===== src/rtl/prescaler_prog.sv =====
// ---------------------------------------------------------------------------
// prescaler_prog
//
// Programmable-period clock prescaler. It divides clk_in by a runtime
// divisor P (2..2^N-1). It produces a registered divided clock (clk_out,
// square wave or single-cycle pulse) and a registered one-cycle tick at
// every period wrap. New divisors are captured by div_load and applied only
// at a period boundary (a wrap or a restart), so clk_out never glitches.
//
// Optional feature macro: PRESCALER_ONESHOT_EN
//   Adds 'oneshot' and 'running'. With oneshot high, the wrap that raises
//   tick also stops the counter until the next restart.
//
// Parameters:
//   N           counter and divisor width
//   DIV_DEFAULT divisor after reset (values below 2 become 2)
//
// Ports:
//   clk_in    in   system clock
//   rst       in   synchronous reset, active high
//   ena       in   count enable; low freezes the counter
//   restart   in   synchronous phase restart (takes priority over ena)
//   mode      in   0 = square-wave clk_out, 1 = pulse clk_out
//   div_in    in   new divisor value
//   div_load  in   one-cycle strobe that captures div_in
//   div_pend  out  a captured divisor is waiting for the next boundary
//   clk_out   out  divided clock, registered
//   tick      out  one-cycle strobe per period, registered
//   oneshot   in   (PRESCALER_ONESHOT_EN) stop after the next wrap
//   running   out  (PRESCALER_ONESHOT_EN) counter is not stopped
// ---------------------------------------------------------------------------
module prescaler_prog #(
   parameter int N           = 24,
   parameter int DIV_DEFAULT = 12000000
) (
   input  logic         clk_in,
   input  logic         rst,
   input  logic         ena,
   input  logic         restart,
   input  logic         mode,
   input  logic [N-1:0] div_in,
   input  logic         div_load,
   output logic         div_pend,
   output logic         clk_out,
`ifdef PRESCALER_ONESHOT_EN
   output logic         tick,
   input  logic         oneshot,
   output logic         running
`else
   output logic         tick
`endif
);

   // Divisors of 0 or 1 cannot form a period, so they are stored as 2.
   localparam logic [N-1:0] DIV_RST = (DIV_DEFAULT < 2) ? N'(2) : N'(DIV_DEFAULT);

   function automatic logic [N-1:0] clamp_div(input logic [N-1:0] v);
      return (v < N'(2)) ? N'(2) : v;
   endfunction

   logic [N-1:0] count;
   logic [N-1:0] div_act;
   logic [N-1:0] div_nxt;

   logic [N-1:0] count_n;
   logic [N-1:0] div_act_n;
   logic [N-1:0] div_nxt_n;
   logic         div_pend_n;
   logic         clk_out_n;
   logic         tick_n;
   logic         run;
   logic         wrap;
   logic         apply;

`ifdef PRESCALER_ONESHOT_EN
   logic         running_n;
   assign run = ena && running;
`else
   assign run = ena;
`endif

   // Next-state logic. A period boundary is either a counting wrap or a
   // restart; that is the only moment a pending divisor may become active.
   // The output registers are evaluated against the post-edge count and
   // period so they line up with the cycle in which count is visible.
   always_comb begin
      count_n    = count;
      clk_out_n  = clk_out;
      tick_n     = 1'b0;
      wrap       = run && !restart && (count >= div_act - 1'b1);
      apply      = div_pend && (restart || wrap);
      div_act_n  = apply ? div_nxt : div_act;

      // A load in the boundary cycle lands after the old value was applied,
      // so it stays pending for the following boundary.
      div_nxt_n  = div_load ? clamp_div(div_in) : div_nxt;
      div_pend_n = div_load ? 1'b1 : (apply ? 1'b0 : div_pend);

      if (restart) begin
         count_n   = '0;
         clk_out_n = 1'b0;
      end else if (run) begin
         count_n   = wrap ? '0 : count + 1'b1;
         tick_n    = wrap;
         // Odd periods give the extra cycle to the low phase.
         clk_out_n = mode ? wrap : (count_n >= div_act_n - (div_act_n >> 1));
      end

`ifdef PRESCALER_ONESHOT_EN
      running_n = running;
      if (restart)
         running_n = 1'b1;
      else if (wrap && oneshot)
         running_n = 1'b0;
`endif
   end

   // State and output registers with synchronous reset.
   always_ff @(posedge clk_in) begin
      if (rst) begin
         count    <= '0;
         div_act  <= DIV_RST;
         div_nxt  <= DIV_RST;
         div_pend <= 1'b0;
         clk_out  <= 1'b0;
         tick     <= 1'b0;
`ifdef PRESCALER_ONESHOT_EN
         running  <= 1'b1;
`endif
      end else begin
         count    <= count_n;
         div_act  <= div_act_n;
         div_nxt  <= div_nxt_n;
         div_pend <= div_pend_n;
         clk_out  <= clk_out_n;
         tick     <= tick_n;
`ifdef PRESCALER_ONESHOT_EN
         running  <= running_n;
`endif
      end
   end

endmodule


===== config.mk =====
export PLATFORM = sky130hd
export DESIGN_NAME = prescaler_prog
export DESIGN_NICKNAME = d
export VERILOG_FILES = /design/src/rtl/prescaler_prog.sv
export SDC_FILE = /design/constraint.sdc
export NUM_CORES = 1
export LEC_CHECK = 0
export BUFFER_PORTS_ARGS = -buffer_cell sky130_fd_sc_hd__buf_4
export CAP_MARGIN = 40
export CORE_UTILIZATION = 50
export CTS_BUF_LIST = sky130_fd_sc_hd__clkbuf_4 sky130_fd_sc_hd__clkbuf_8 sky130_fd_sc_hd__clkbuf_16
export DETAILED_ROUTE_END_ITERATION = 7
export HOLD_SLACK_MARGIN = 0.15
export PLACE_DENSITY = 0.73
export REMOVE_ABC_BUFFERS = 1
export SYNTH_ARGS = -nofsm -noshare
export SYNTH_HDL_FRONTEND = slang
export SYNTH_SLANG_ARGS = --single-unit

===== constraint.sdc =====
create_clock -name clk_in -period 17.5 [get_ports clk_in]
set_clock_uncertainty 0.15 [all_clocks]
set_input_delay 3.5 -clock clk_in [delete_from_list [all_inputs] [get_ports clk_in]]
set_output_delay 3.5 -clock clk_in [all_outputs]
set_load 0.05 [all_outputs]

==> impl.org, run 1 <==
** Outcome
- Status :: completed

** Layout
- The sequential cells in the finished layout cover a total of 1500 µm².
- The area growth from synthesis to layout is 9.29%.
- The layout has about 1.2k filler cells.
- Number of diodes :: 0
- Share of cells above drive strength 1 :: between 9 and 10%
- In the final layout, the multi-input gates occupy 4810 µm².
- Excluding fillers, the count of instances in the completed layout stands at between 900 and 1k.
- In the final design database the tool counted about 920 nets.

** Yosys
- In this run the mean area of a mapped cell was 8.12 µm².
- Counting flops and latches in the post-synthesis netlist gives 75.
- After synthesis, flip-flops and latches occupy a little under a quarter of the total area.
- Library cells used by synthesis :: 68
- After synthesis the cells add up to 6590 µm².
- The cell count after synthesis came out at about 810.
- After synthesis, the share of flip-flops with an asynchronous set or reset is 0%.
- Yosys printed 0 warnings.
- EDFF count, synth :: 0
- Top flip-flop cell by instance count after synthesis :: dfxtp_1

** GRT
- Wire length of the first global-routing pass :: between 20000 and 30000 µm
- Total grt overflow :: 0
- Entering global routing, the biggest net connects 52 pins.
- Via count of the first global-routing pass :: 5421
- Global routing used 24.9% of the available tracks across all layers.
- Initial antenna violation count :: 0

** Timing
- The worst pin sits at a relative slew slack of approximately half.
- Setup violations remaining at the end of the flow were counted as 0.
- Transition time of the tightest slew-check pin :: 0.739 ns
- Final Hold Vio Count :: 0
- Adding up every negative setup slack in the final design gives 0 ns.
- Number of max-slew violations in the final report :: 0
- Derived from the worst setup path, the maximum achievable clock frequency is 108 MHz.
- Min Clock Period, post-route :: 9.27 ns
- RSZ-0062 raised after global routing :: no
- Dividing the final minimum period by the clock period gives 53.0%.

** CTS
- Clock transition time at the flip-flop clock pins of the worst setup and hold paths :: ~0.060 ns
- Total number of clock tree sinks :: 75
- Post-CTS Resized :: 0
- No sink is reached through more buffers than the 2 on the longest clock path.
- The H-tree was split into 3 levels.
- The number of hold buffers added after CTS was 0.
- Number of clock buffers inserted by TritonCTS :: 9
- CTS tree :: done
- The tree is rooted in a clkbuf_16.
- Clk Latency, worst-skew pair :: 0.35 ns
- After clock tree synthesis, the setup repair step added 0 buffers.

** Placed design
- The HPWL after detailed placement is 12100 µm.
- Weighted congestion reported at the end of routability-driven placement :: 0.933
- Placed Cells :: between 900 and 1k
- Input and output buffers added on the ports amount to 32.

** Setup path
- Together, buffers and inverters on the worst path number 2.
- Category of the critical setup timing path :: input pin to flop
- Slowest cell on the critical path :: a2111oi_0
- Cell family with most CP delay :: compound AO/OA/AOI/OAI gates
- The worst setup path is launched from an input pin.
- Along the worst path, the maximum fanout reaches 32.
- Sort of element at the end of the critical path :: flop
- For this run, the slowest stage of the critical path takes 0.59 ns.
- At the worst endpoint, the arrival time is 9.33 ns.
- Required time worst endpoint :: between 15 and 20 ns

** Detailed routing
- Before antenna repair, the detailed router went through 5 iterations.
- Routed wire length :: 15900 µm
- After detailed routing, the number of remaining DRC violations is 0.
- In the routed layout, each cell is associated on average with a via count of 5.85.
- DRC violation total after the first TritonRoute iteration :: between 300 and 400
- Final ANT Viol Nets :: 0
- Post-DR wirelength/cell :: about 16 µm
- Summing over every cut layer, the via total after detailed routing is 5807.

** Die
- Chip width :: 117 µm
- Die height :: 117 µm
- In this run the standard cell core region covers between 10000 and 15000 µm².
- Once the floorplan was initialized, standard cells occupied about half of the core.
- In this run the core area contains 41 standard-cell rows.
- Number of I/O pins :: 33
- The die covers 13600 µm².

** Pwr
- Power density normalized to cell area :: 64.4 nW/µm²
- IR analysis of the VDD net gives a maximum drop of 56.4 µV.
- Summed over all cells, the static leakage comes to 0.00325 µW.

** Worst hold path
- Kind of path behind the tightest hold check :: flop to flop

** Job
- Max-capacitance violation count :: 0
-- synth_stat cells, types with 3 or more instances --
master,number,share of area [%]
nor3_1,14,1.1
o21ai_0,32,2.4
dfxtp_1,75,23
nor2b_1,26,2.5
o221ai_1,3,0.40
nand3_1,22,1.7
a211oi_1,5,0.57
a21o_1,22,2.5
a21oi_1,39,3.0
and2_1,7,0.66
buf_1,5,0.28
o2111ai_1,4,0.53
nor4_1,10,0.95
nand4_1,7,0.66
o21a_1,8,0.91
inv_1,31,1.8
xor2_1,32,4.3
or3_1,5,0.47
a31oi_1,6,0.57
ha_1,71,13
and3_1,18,1.7
clkbuf_1,35,2.0
or2_2,3,0.28
a211o_1,12,1.6
a2111oi_0,5,0.66
nand2_1,51,2.9
nand3b_1,8,0.91
mux2i_1,49,7.4
xnor2_1,33,4.4
nand2b_1,17,1.6
o211ai_1,14,1.6
nor2_1,98,5.6
-- path summary, 6_finish.rpt --
check	from	to	slack (ns)	cells past startpoint
max	ena	clk_out	8.23	25
min	div_nxt[0]	div_nxt[0]	0.35	2
max reg2reg	div_act[2]	clk_out	8.24	34
min reg2reg	div_nxt[0]	div_nxt[0]	0.35	2
-- metal layers --
metal / vias up / track usage, % / share of wire (%)
li1: 2918 / - / -
met2: 146 / 38.3 / 43
met4: 0 / 10.9 / 2.5
met1: 2717 / 35.2 / 49
met5: - / 0 / 0
met3: 26 / 2.94 / 4.9
-- power breakdown --
part	switching (µW)	leakage [µW]	total [µW]	internal [µW]
Sequential	4.62	0.000611	180	176
Combinational	52.6	0.00249	93.2	40.6
Clock	78.9	0.000147	190	111
-- worst register-to-register path: cells and delay by family, from the launching register on --
kind                     cells  cell delay [ns]
buffers and inverters        1             0.06
AND/OR/NAND/NOR             12             3.41
AO/OA/AOI/OAI               16             3.77
adder cells (fa/ha/maj)      4             1.26
flip-flops                   1             0.36
XOR/XNOR                     1             0.14
-- area by class of cell --
class	instances	area share, %
inverters	32	1.67
clock inverters	7	1.03
flip-flops and latches	75	20.9
well taps	172	2.99
multi-input cells	663	66.8
repair buffers	34	3.55
clock buffers	9	3.13
-- cells in the final DEF, fill, tap and decap left out, types with 26 or more instances in the layout --
cell,synthesis,routed
dfxtp_1,75,75
ha_1,71,71
xor2_1,32,32
o21ai_0,32,32
a21oi_1,39,39
buf_4,0,34
nand2_1,51,51
xnor2_1,33,33
mux2i_1,49,49
nor2b_1,26,26
nor2_1,98,98
inv_1,31,31
-- sequential cells by signal (all words and copies together), names as in the netlist --
register  flops
div_pend      1
count        24
tick          1
clk_out       1
div_nxt      24
div_act      24
-- stage by stage --
| stage | instance area, µm² | setup WS (ns) | hold WS, ns | power [µW] | utilization [%] |
|---|---|---|---|---|---|
| 3_5_place_dp | 6900 | 8.00 | 0.336 | 275 | 54.2 |
| 6_report | 7200 | 8.23 | 0.346 | 464 | 56.6 |
| 4_1_cts | 7200 | 8.32 | 0.347 | 465 | 56.6 |
| 2_1_floorplan | 6420 | 8.37 | 0.294 | 247 | - |
| 3_3_place_gp | 6900 | 8.23 | 0.328 | 274 | 54.2 |
| 5_1_grt | 7200 | 7.64 | 0.371 | 484 | 56.6 |
-- kinds of logic after synthesis --
group | count (synthesis) | share of synthesized area [%]
AO/OA/AOI/OAI | 180 | 20.1
XOR/XNOR | 65 | 8.64
adder cells (fa/ha/maj) | 74 | 14.1
buffers and inverters | 73 | 4.27
flip-flops | 75 | 22.8
multiplexers | 51 | 7.85
AND/OR/NAND/NOR | 293 | 22.3
(Power assumes the default switching activity.)
==> run 2: changes to the inputs <==
Settings changed: ABC_AREA set to 1.
Clock period 17.5 ns to 9.5 ns, I/O delays scaled along.
==> run 2 against run 1 <==
  * Global-route usage is 0.27 points higher
  * Area after synthesis hardly changed
  * Largest cell class unchanged
  * Sequential share of layout area is 0.079 points lower
  * Worst hold slack worse by 0.041 ns
==> impl.org, run 2 <==
** Detailed routing
- Residual DRC count :: 0 (unchanged)
- The number of DRC violations after detailed-routing iteration 0 was 393 (+5.9%).
- Via count of the routed design :: 6341 (+9.2%)
- The mean number of vias per cell came to 5.22 (-11%).
- The wire length reported by the detailed router came to 15800 µm (-0.16%).
- The post-detailed-route wirelength per cell came to 13.0 µm (-18%).
- Detailed-routing iteration count for the pre-antenna-repair pass :: 5 (unchanged)
- Final ANT Viol Nets :: 0 (unchanged)

** Timing
- For this run, the top clock speed supported by timing is 134 MHz.
- Total negative slack for setup checks :: 0 ns (unchanged)
- Final count of negative-setup-slack endpoints :: 0 (unchanged)
- The final critical path takes up 78.7% of the cycle.
- Min Clock Period, post-route :: between 7 and 8 ns
- Transition time of the tightest slew-check pin :: 0.694 ns (-0.0445 ns)
- RSZ-0062 raised after global routing :: no
- The final hold violation count was 0 (unchanged).
- The post-route worst hold slack is 0.306 ns (-0.0405 ns).
- The worst slew margin relative to its limit is 53.4% (+3.1 points).
- Number of max-slew violations in the final report :: 0 (unchanged)

** Setup path
- The worst register-to-register path begins at div_act[0].
- The worst setup path is launched from a flop.
- The cell that appears most often on the critical path is nand2_1.
- STA classifies the critical path endpoint as a flop.
- Required time worst endpoint :: 9.59 ns (-7.97 ns)
- The signal arrival time at the worst endpoint came to 7.57 ns (-1.76 ns).
- The delay of the slowest critical-path stage was 0.60 ns (about the same).
- The critical path is of the flop to flop type.
- Minimum setup slack among reg-to-reg paths :: 2.02 ns (-6.22 ns)
- The length in cells of the worst reg-to-reg path is 54 (+59%).
- The endpoint identified for the worst register-to-register timing path is clk_out.
- The slowest stage of the critical path is the o21ai_0 cell.
- Maximum net fanout on the critical path :: 48 (+50%)

** Layout
- Leaving out fill and tap cells, the most frequent cells in the layout are nand2_1 (220), inv_1 (170), nor2_1 (98), dfxtp_1 (75).
- From synthesis to final layout, the design area changed by 9.81%.
- The number of cells in the finished layout apart from fillers was 1215 (+22%).
- Leaving out fill and tap cells, the most frequent cell in the layout is nand2_1.
- The filler cell count in the final layout is 1340 (+8.9%).
- Final nets :: 1140 (+24%)
- Top flop regs :: count: 24 flops, div_act: 24 flops, div_nxt: 24 flops
- The number of diodes added for antenna fixing was 0 (unchanged).
- The share of the core filled with cells came to 56.8% (+0.22 points).
- The share of final-layout standard cells stronger than drive strength 1 is 9.97% (+0.95 points).
- Final cell area excluding filler cells :: 7230 µm² (+0.38%)

** Yosys
- Commonest cells in the netlist :: nand2_1 (220), inv_1 (170), nor2_1 (98)
- Main combinational cell family by area after synthesis :: simple AND/OR/NAND/NOR gates
- The post-synthesis share of cell area spent on xor and xnor gates is 5.06% (-3.6 points).
- In the post-synthesis netlist, the cell with the most instances is nand2_1.
- Mean cell area of the mapped netlist :: 6.46 µm² (-20%)
- The post-synthesis compound-gate area fraction is 13.4% (-6.7 points).
- EDFF count, synth :: 0 (unchanged)
- The number of synthesized register bits is 75 (unchanged).
- The count of mapped cells out of synthesis was 1018 (+26%).
- The number of warning messages in the yosys log was 0 (unchanged).
- Of all cell types, the one taking the most synthesized area is dfxtp_1.
- Part of the Yosys area used for sequential elements :: 22.8% (about the same)
- The netlist area before placement is 6580 µm² (about the same).
- The fraction of registers with async set/reset was 0% (unchanged).
- Top area cells in the synthesized netlist :: dfxtp_1 (23%), ha_1 (14%), nand2_1 (13%)
- The adder and majority gate portion of the synthesized area came to 13.8% (-0.29 points).
- Area fraction of the dominant cell type after synthesis :: 22.8% (about the same)
- Library cells used by synthesis :: 44 (-35%)
- Post-Synth Simple-Gate Area :: 33.5% (+11 points)
- Top flip-flop cell by instance count after synthesis :: dfxtp_1
- Multiplexer share of the synthesized area :: 0% (-7.8 points)

** Die
- Die height :: 117 µm (about the same)
- Chip width :: 117 µm (about the same)
- Starting utilization of the core area :: 51.7% (about the same)
- The full die area is 13600 µm² (about the same).
- Placeable core region :: 12700 µm² (unchanged)
- The number of rows created at floorplan came to 41 (unchanged).
- The top-level I/O count was 33 (unchanged).

** Placed design
- Weighted congestion reported at the end of routability-driven placement :: 0.889 (-4.8%)
- Placed Cells :: 1199 (+23%)
- Number of I/O port buffers :: 32 (unchanged)
- The standard cell area after detailed placement was 6940 µm² (+0.62%).
- The sum of net half-perimeters after detailed placement was 12500 µm (+3.4%).

** CTS
- The maximum level of the CTS H-tree is 3 (unchanged).
- Post-CTS Resized :: 0 (unchanged)
- The tree is rooted in a clkbuf_16.
- The clock-pin transition on the worst setup and hold timing paths is 0.07 ns (about the same).
- TritonCTS built the clock tree.
- The maximum clock insertion buffer count was 2 (unchanged).
- Quantity of hold-fixing buffers added after cts :: 0 (unchanged)
- Number of clock buffers inserted by TritonCTS :: 9 (unchanged)
- Total number of clock tree sinks :: 75 (unchanged)
- Number of buffers inserted by post-CTS setup repair :: 0 (unchanged)
- The clock latency of the later-clocked register in the worst-skew pair is 0.35 ns (about the same).

** GRT
- Pin count of the biggest net entering global routing :: 49 (-5.8%)
- The number of antenna violations at the first check in global routing was 0 (unchanged).
- The via count of the first global-routing pass is 5547 (+2.3%).
- The first-pass GRT wire length is 26400 µm (+0.29%).
- Overall Global Routing Usage :: 25.2% (+0.27 points)
- Total grt overflow :: 0 (unchanged)

** Job
- Max-capacitance violation count :: 0 (unchanged)

** Worst hold path
- Start point of the worst min-delay path :: div_nxt[8]
- The cell count of the worst hold path is 2 (unchanged).
- In this run the worst hold path is classified as flop to flop.
- For hold timing, the worst endpoint is div_nxt[8].

** Pwr
- Worst voltage drop across the vdd grid :: 106 µV (+88%)
- The total power density per cell area is 132 nW/µm² (+110%).
- Leak Pwr :: 0.00366 µW (+13%)

** Outcome
- Status :: completed
## run 2: changes by cell type after synthesis, sizes merged, moves of 26 or more
cell and change:
nand2 +198, inv +140, mux2i -49, o21ai +39
nand3 +34, nor2b -26
## run 2: final cells by class
class | count | area (µm²) | share of cell area [%]
clock buffer | 11 | 246 | 3.41
clock inverter | 5 | 37.5 | 0.519
inverter | 173 | 649 | 8.99
multi-input combinational | 746 | 4330 | 59.9
sequential | 75 | 1500 | 20.8
tap | 172 | 215 | 2.98
timing repair buffer | 33 | 248 | 3.43
## run 2: worst max path at each step
| stage | from | to | slack, ns | cells past startpoint |
|---|---|---|---|---|
| after floorplan | div_act[0] | clk_out | 2.92 | 54 |
| after global placement | div_act[0] | clk_out | 2.16 | 54 |
| after detailed placement | div_act[0] | clk_out | 2.03 | 54 |
| after CTS | div_act[0] | clk_out | 2.03 | 54 |
| after global routing | div_act[5] | clk_out | 1.29 | 50 |
| final | div_act[0] | clk_out | 2.02 | 54 |
## run 2: routing by layer
metal / share of wire (%) / GRT usage [%]
met1: 51 / 34.8
met2: 44 / 40.7
met3: 3.8 / 2.59
met4: 2.0 / 8.78
met5: 0 / 0
## run 2: where the power goes
group          leakage (µW)  switching (µW)  total (µW)  internal (µW)
registers          0.000616            13.3         343            330
clock network      0.000136             148         336            188
logic               0.00291             171         276            105
## run 2: cells by family after synthesis
kind of cell / Yosys count
AND/OR/NAND/NOR: 478
buffers and inverters: 197
AO/OA/AOI/OAI: 158
flip-flops: 75
adder cells (fa/ha/maj): 72
XOR/XNOR: 38
## run 2: critical path: cells and delay by family, from the launching register on
kind	cells	cell delay [ns]
adders and majority gates	5	1.39
xor gates and xnor gates	2	0.28
AOI/OAI and AO/OA	4	1.06
and+or+nand+nor	38	3.79
DFF	1	0.30
buffers and inverters	5	0.35
## run 2: metrics by stage
step	power, µW	setup slack (ns)
2_1_floorplan	554	2.92
3_3_place_gp	619	2.16
3_5_place_dp	623	2.03
4_1_cts	959	2.03
5_1_grt	1010	1.29
6_report	955	2.02
==> run 3: changes to the inputs <==
Settings changed: ABC_AREA 1 to 0, PLACE_DENSITY 0.73 to 0.76.
Clock period 9.5 ns to 6.35 ns, I/O delays scaled along.
==> run 3 against run 2 <==
  * Wire length up 27%
  * Clock-buffer cell count unchanged
  * Via count up 6.5%
  * Sequential share of layout area down 3.8 points
  * Worst hold slack better by 0.047 ns
  * Global-route usage up 4.8 points
  * Design area up 23%
  * First-iteration DRC count down 2.3%
  * Setup slack worse by 3.0 ns
  * Final cell count down 3.2%
  * The flow now finishes with violations (negative setup slack)
  * Register-to-register slack worse by 3.0 ns
==> impl.org, run 3 (synthesis results as in run 1) <==
** Detailed routing
- The wire length reported by the detailed router was 20200 µm (+27%).
- The number of DRC violations after detailed-routing iteration 0 came to 384 (-2.3%).
- Detailed-routing iteration count for the pre-antenna-repair pass :: 5 (unchanged)
- Final ANT Viol Nets :: 0 (unchanged)
- The post-detailed-route wirelength per cell was 17.2 µm (+32%).
- The number of DRC violations after detailed routing is 0 (unchanged).
- The via count was 6754 (+6.5%).
- The mean number of vias per cell came to 5.74 (+10%).

** CTS
- The number of CTS-inserted buffers came to 9 (unchanged).
- The clock-pin transition on the worst setup and hold timing paths is 0.07 ns (about the same).
- The number of sinks handled by clock tree synthesis is 75 (unchanged).
- Clk Latency, worst-skew pair :: 0.35 ns (about the same)
- The maximum level of the CTS H-tree was 3 (unchanged).
- The maximum clock insertion buffer count is 2 (unchanged).
- CTS tree :: done
- The root buffer cell chosen for the clock tree is clkbuf_16.

** GRT
- The total congestion overflow after global routing was 0 (unchanged).
- The number of antenna violations at the first check in global routing is 0 (unchanged).
- The via count of the first global-routing pass came to 6541 (+18%).
- Wire length of the first global-routing pass :: 31400 µm (+19%)
- Pin count of the biggest net entering global routing :: 52 (+6.1%)
- The combined global-route utilization of all metal layers came to 29.9% (+4.8 points).

** Timing
- Max Freq :: 137 MHz (+2.7%)
- The transition time at the pin with the least slew margin was 0.593 ns (-0.102 ns).
- Final Hold Vio Count :: 0 (unchanged)
- The max-slew violation count was 0 (unchanged).
- RSZ-0062 raised after global routing :: yes
- Post-route clock period utilization :: 115% (+36 points)
- The number of failing setup endpoints in the final timing report is 1 (+1).
- Max-slew headroom at the worst pin :: 60.1% (+6.7 points)
- Worst hold margin :: 0.353 ns (+0.0472 ns)
- The slack of the critical path is -0.933 ns (-2.95 ns).
- Min Clock Period, post-route :: 7.28 ns (-0.197 ns)

** Pwr
- Leak Pwr :: 0.00418 µW (+14%)
- Final Total Pwr :: 1400 µW (+47%)
- The maximum resistive drop on vdd is 183 µV (+72%).
- Power density normalized to cell area :: 158 nW/µm² (+19%)

** Setup path
- The delay of the slowest critical-path stage came to 0.46 ns (-0.14 ns).
- Required time worst endpoint :: 6.49 ns (-3.10 ns)
- The endpoint identified for the worst register-to-register timing path is clk_out.
- Maximum net fanout on the critical path :: 5 (-90%)
- The signal arrival time at the worst endpoint came to 7.42 ns (-0.15 ns).
- The length in cells of the worst reg-to-reg path was 35 (-35%).
- The critical path in this run is classified as flop to flop.
- The worst setup path is captured at a flop.
- Minimum setup slack among reg-to-reg paths :: -0.93 ns (-2.95 ns)
- STA classifies the critical path startpoint as a flop.
- The worst register-to-register path begins at div_act[7].
- Slowest cell on the critical path :: or4_4

** Worst hold path
- Min-Delay Endpoint :: div_nxt[6]
- In this run the most critical hold path is launched from div_nxt[6].
- The cell count of the worst hold path was 2 (unchanged).
- Kind of path behind the tightest hold check :: flop to flop

** Die
- The top-level I/O count came to 33 (unchanged).
- Row count :: 41 (unchanged)
- Die height :: 117 µm (about the same)
- Placeable core region :: 12700 µm² (unchanged)
- The full die area came to 13600 µm² (about the same).
- The die width came to 117 µm (about the same).
- The initial core utilization came to 51.8% (about the same).

** Layout
- The number of nets in the layout is 1101 (-3.4%).
- The filler cell count in the final layout is 984 (-27%).
- Relative to the synthesized area, the layout overhead comes to 34.9%.
- The share of final-layout standard cells stronger than drive strength 1 was 30.6% (+21 points).
- The post-route standard cell area excluding fillers came to 8880 µm² (+23%).
- Number of diodes :: 0 (unchanged)
- The top cell types in the final layout, fill and taps aside, are buf_4 (215), nor2_1 (92), dfxtp_1 (73), ha_1 (67), mux2i_1 (49).
- Most common cell after layout, fill and taps aside :: buf_4
- In the final layout, the registers with the most flip-flops are count: 24 flops, div_act: 24 flops, div_nxt: 24 flops.

** Placed design
- Weighted congestion reported at the end of routability-driven placement :: 0.962 (+8.2%)
- The standard cell area after detailed placement is 8150 µm² (+17%).
- Number of I/O port buffers :: 32 (unchanged)
- Post-DP HPWL :: 14500 µm (+15%)

** Outcome
- The checks that failed: negative setup slack.
- Status :: finished, violations left

** Job
- The count of maximum capacitance violations came to 0 (unchanged).
==> run 3: area by class of cell <==
class | count | area, µm² | area share, %
repair buffers | 218 | 1660 | 18.7
clock inverters | 5 | 60.1 | 0.676
flip-flops and latches | 75 | 1500 | 16.9
clock buffers | 11 | 253 | 2.85
inverters | 32 | 120 | 1.35
multi-input cells | 663 | 5070 | 57.1
well taps | 172 | 215 | 2.42
==> run 3: how the worst max path moves through the flow <==
stage               to       start  slack [ns]
2_1_floorplan  clk_out  div_act[2]       -2.24
3_3_place_gp   clk_out  div_act[0]       -1.17
3_5_place_dp   clk_out  div_act[0]       -1.45
4_1_cts        clk_out  div_act[7]       -0.83
5_1_grt        clk_out  div_act[7]       -1.24
6_report       clk_out  div_act[7]       -0.93
==> run 3: critical path: cells and delay by family (launching register included) <==
kind | cells | cell delay, ns
xor gates and xnor gates | 1 | 0.14
AOI/OAI and AO/OA | 20 | 3.49
adders and majority gates | 4 | 1.16
DFF | 1 | 0.33
and+or+nand+nor | 5 | 1.25
buffers and inverters | 5 | 0.67
==> run 3: stage by stage <==
step	TNS [ns]	util (%)	std cells	setup slack (ns)
2_1_floorplan	-2.24	-	770	-2.24
3_3_place_gp	-1.17	64.0	1142	-1.17
3_5_place_dp	-1.45	64.0	1142	-1.45
4_1_cts	-0.831	68.2	1171	-0.831
5_1_grt	-1.24	69.8	1176	-1.24
6_report	-0.933	69.8	1176	-0.933
==> run 3: what timing repair did <==
item,in CTS,in global routing
hold buffers,0,0
gates resized for setup,35,38
endpoints found under the setup margin,1,1
pin swaps,26,22
setup buffers,13,5
cloned,0,0
==> run 3: layer usage <==
metal	track usage, %	vias to the layer above	part of all wire, %
met5	0	-	0
met4	12.0	0	3.1
met3	5.20	58	6.9
met2	49.7	274	46
met1	38.6	3143	44
li1	-	3279	-
==> run 3: power breakdown <==
part	total [µW]	switching (µW)	leakage, µW	internal [µW]
registers	496	12.4	0.000612	484
clock network	555	228	0.000152	328
logic	350	176	0.00342	174
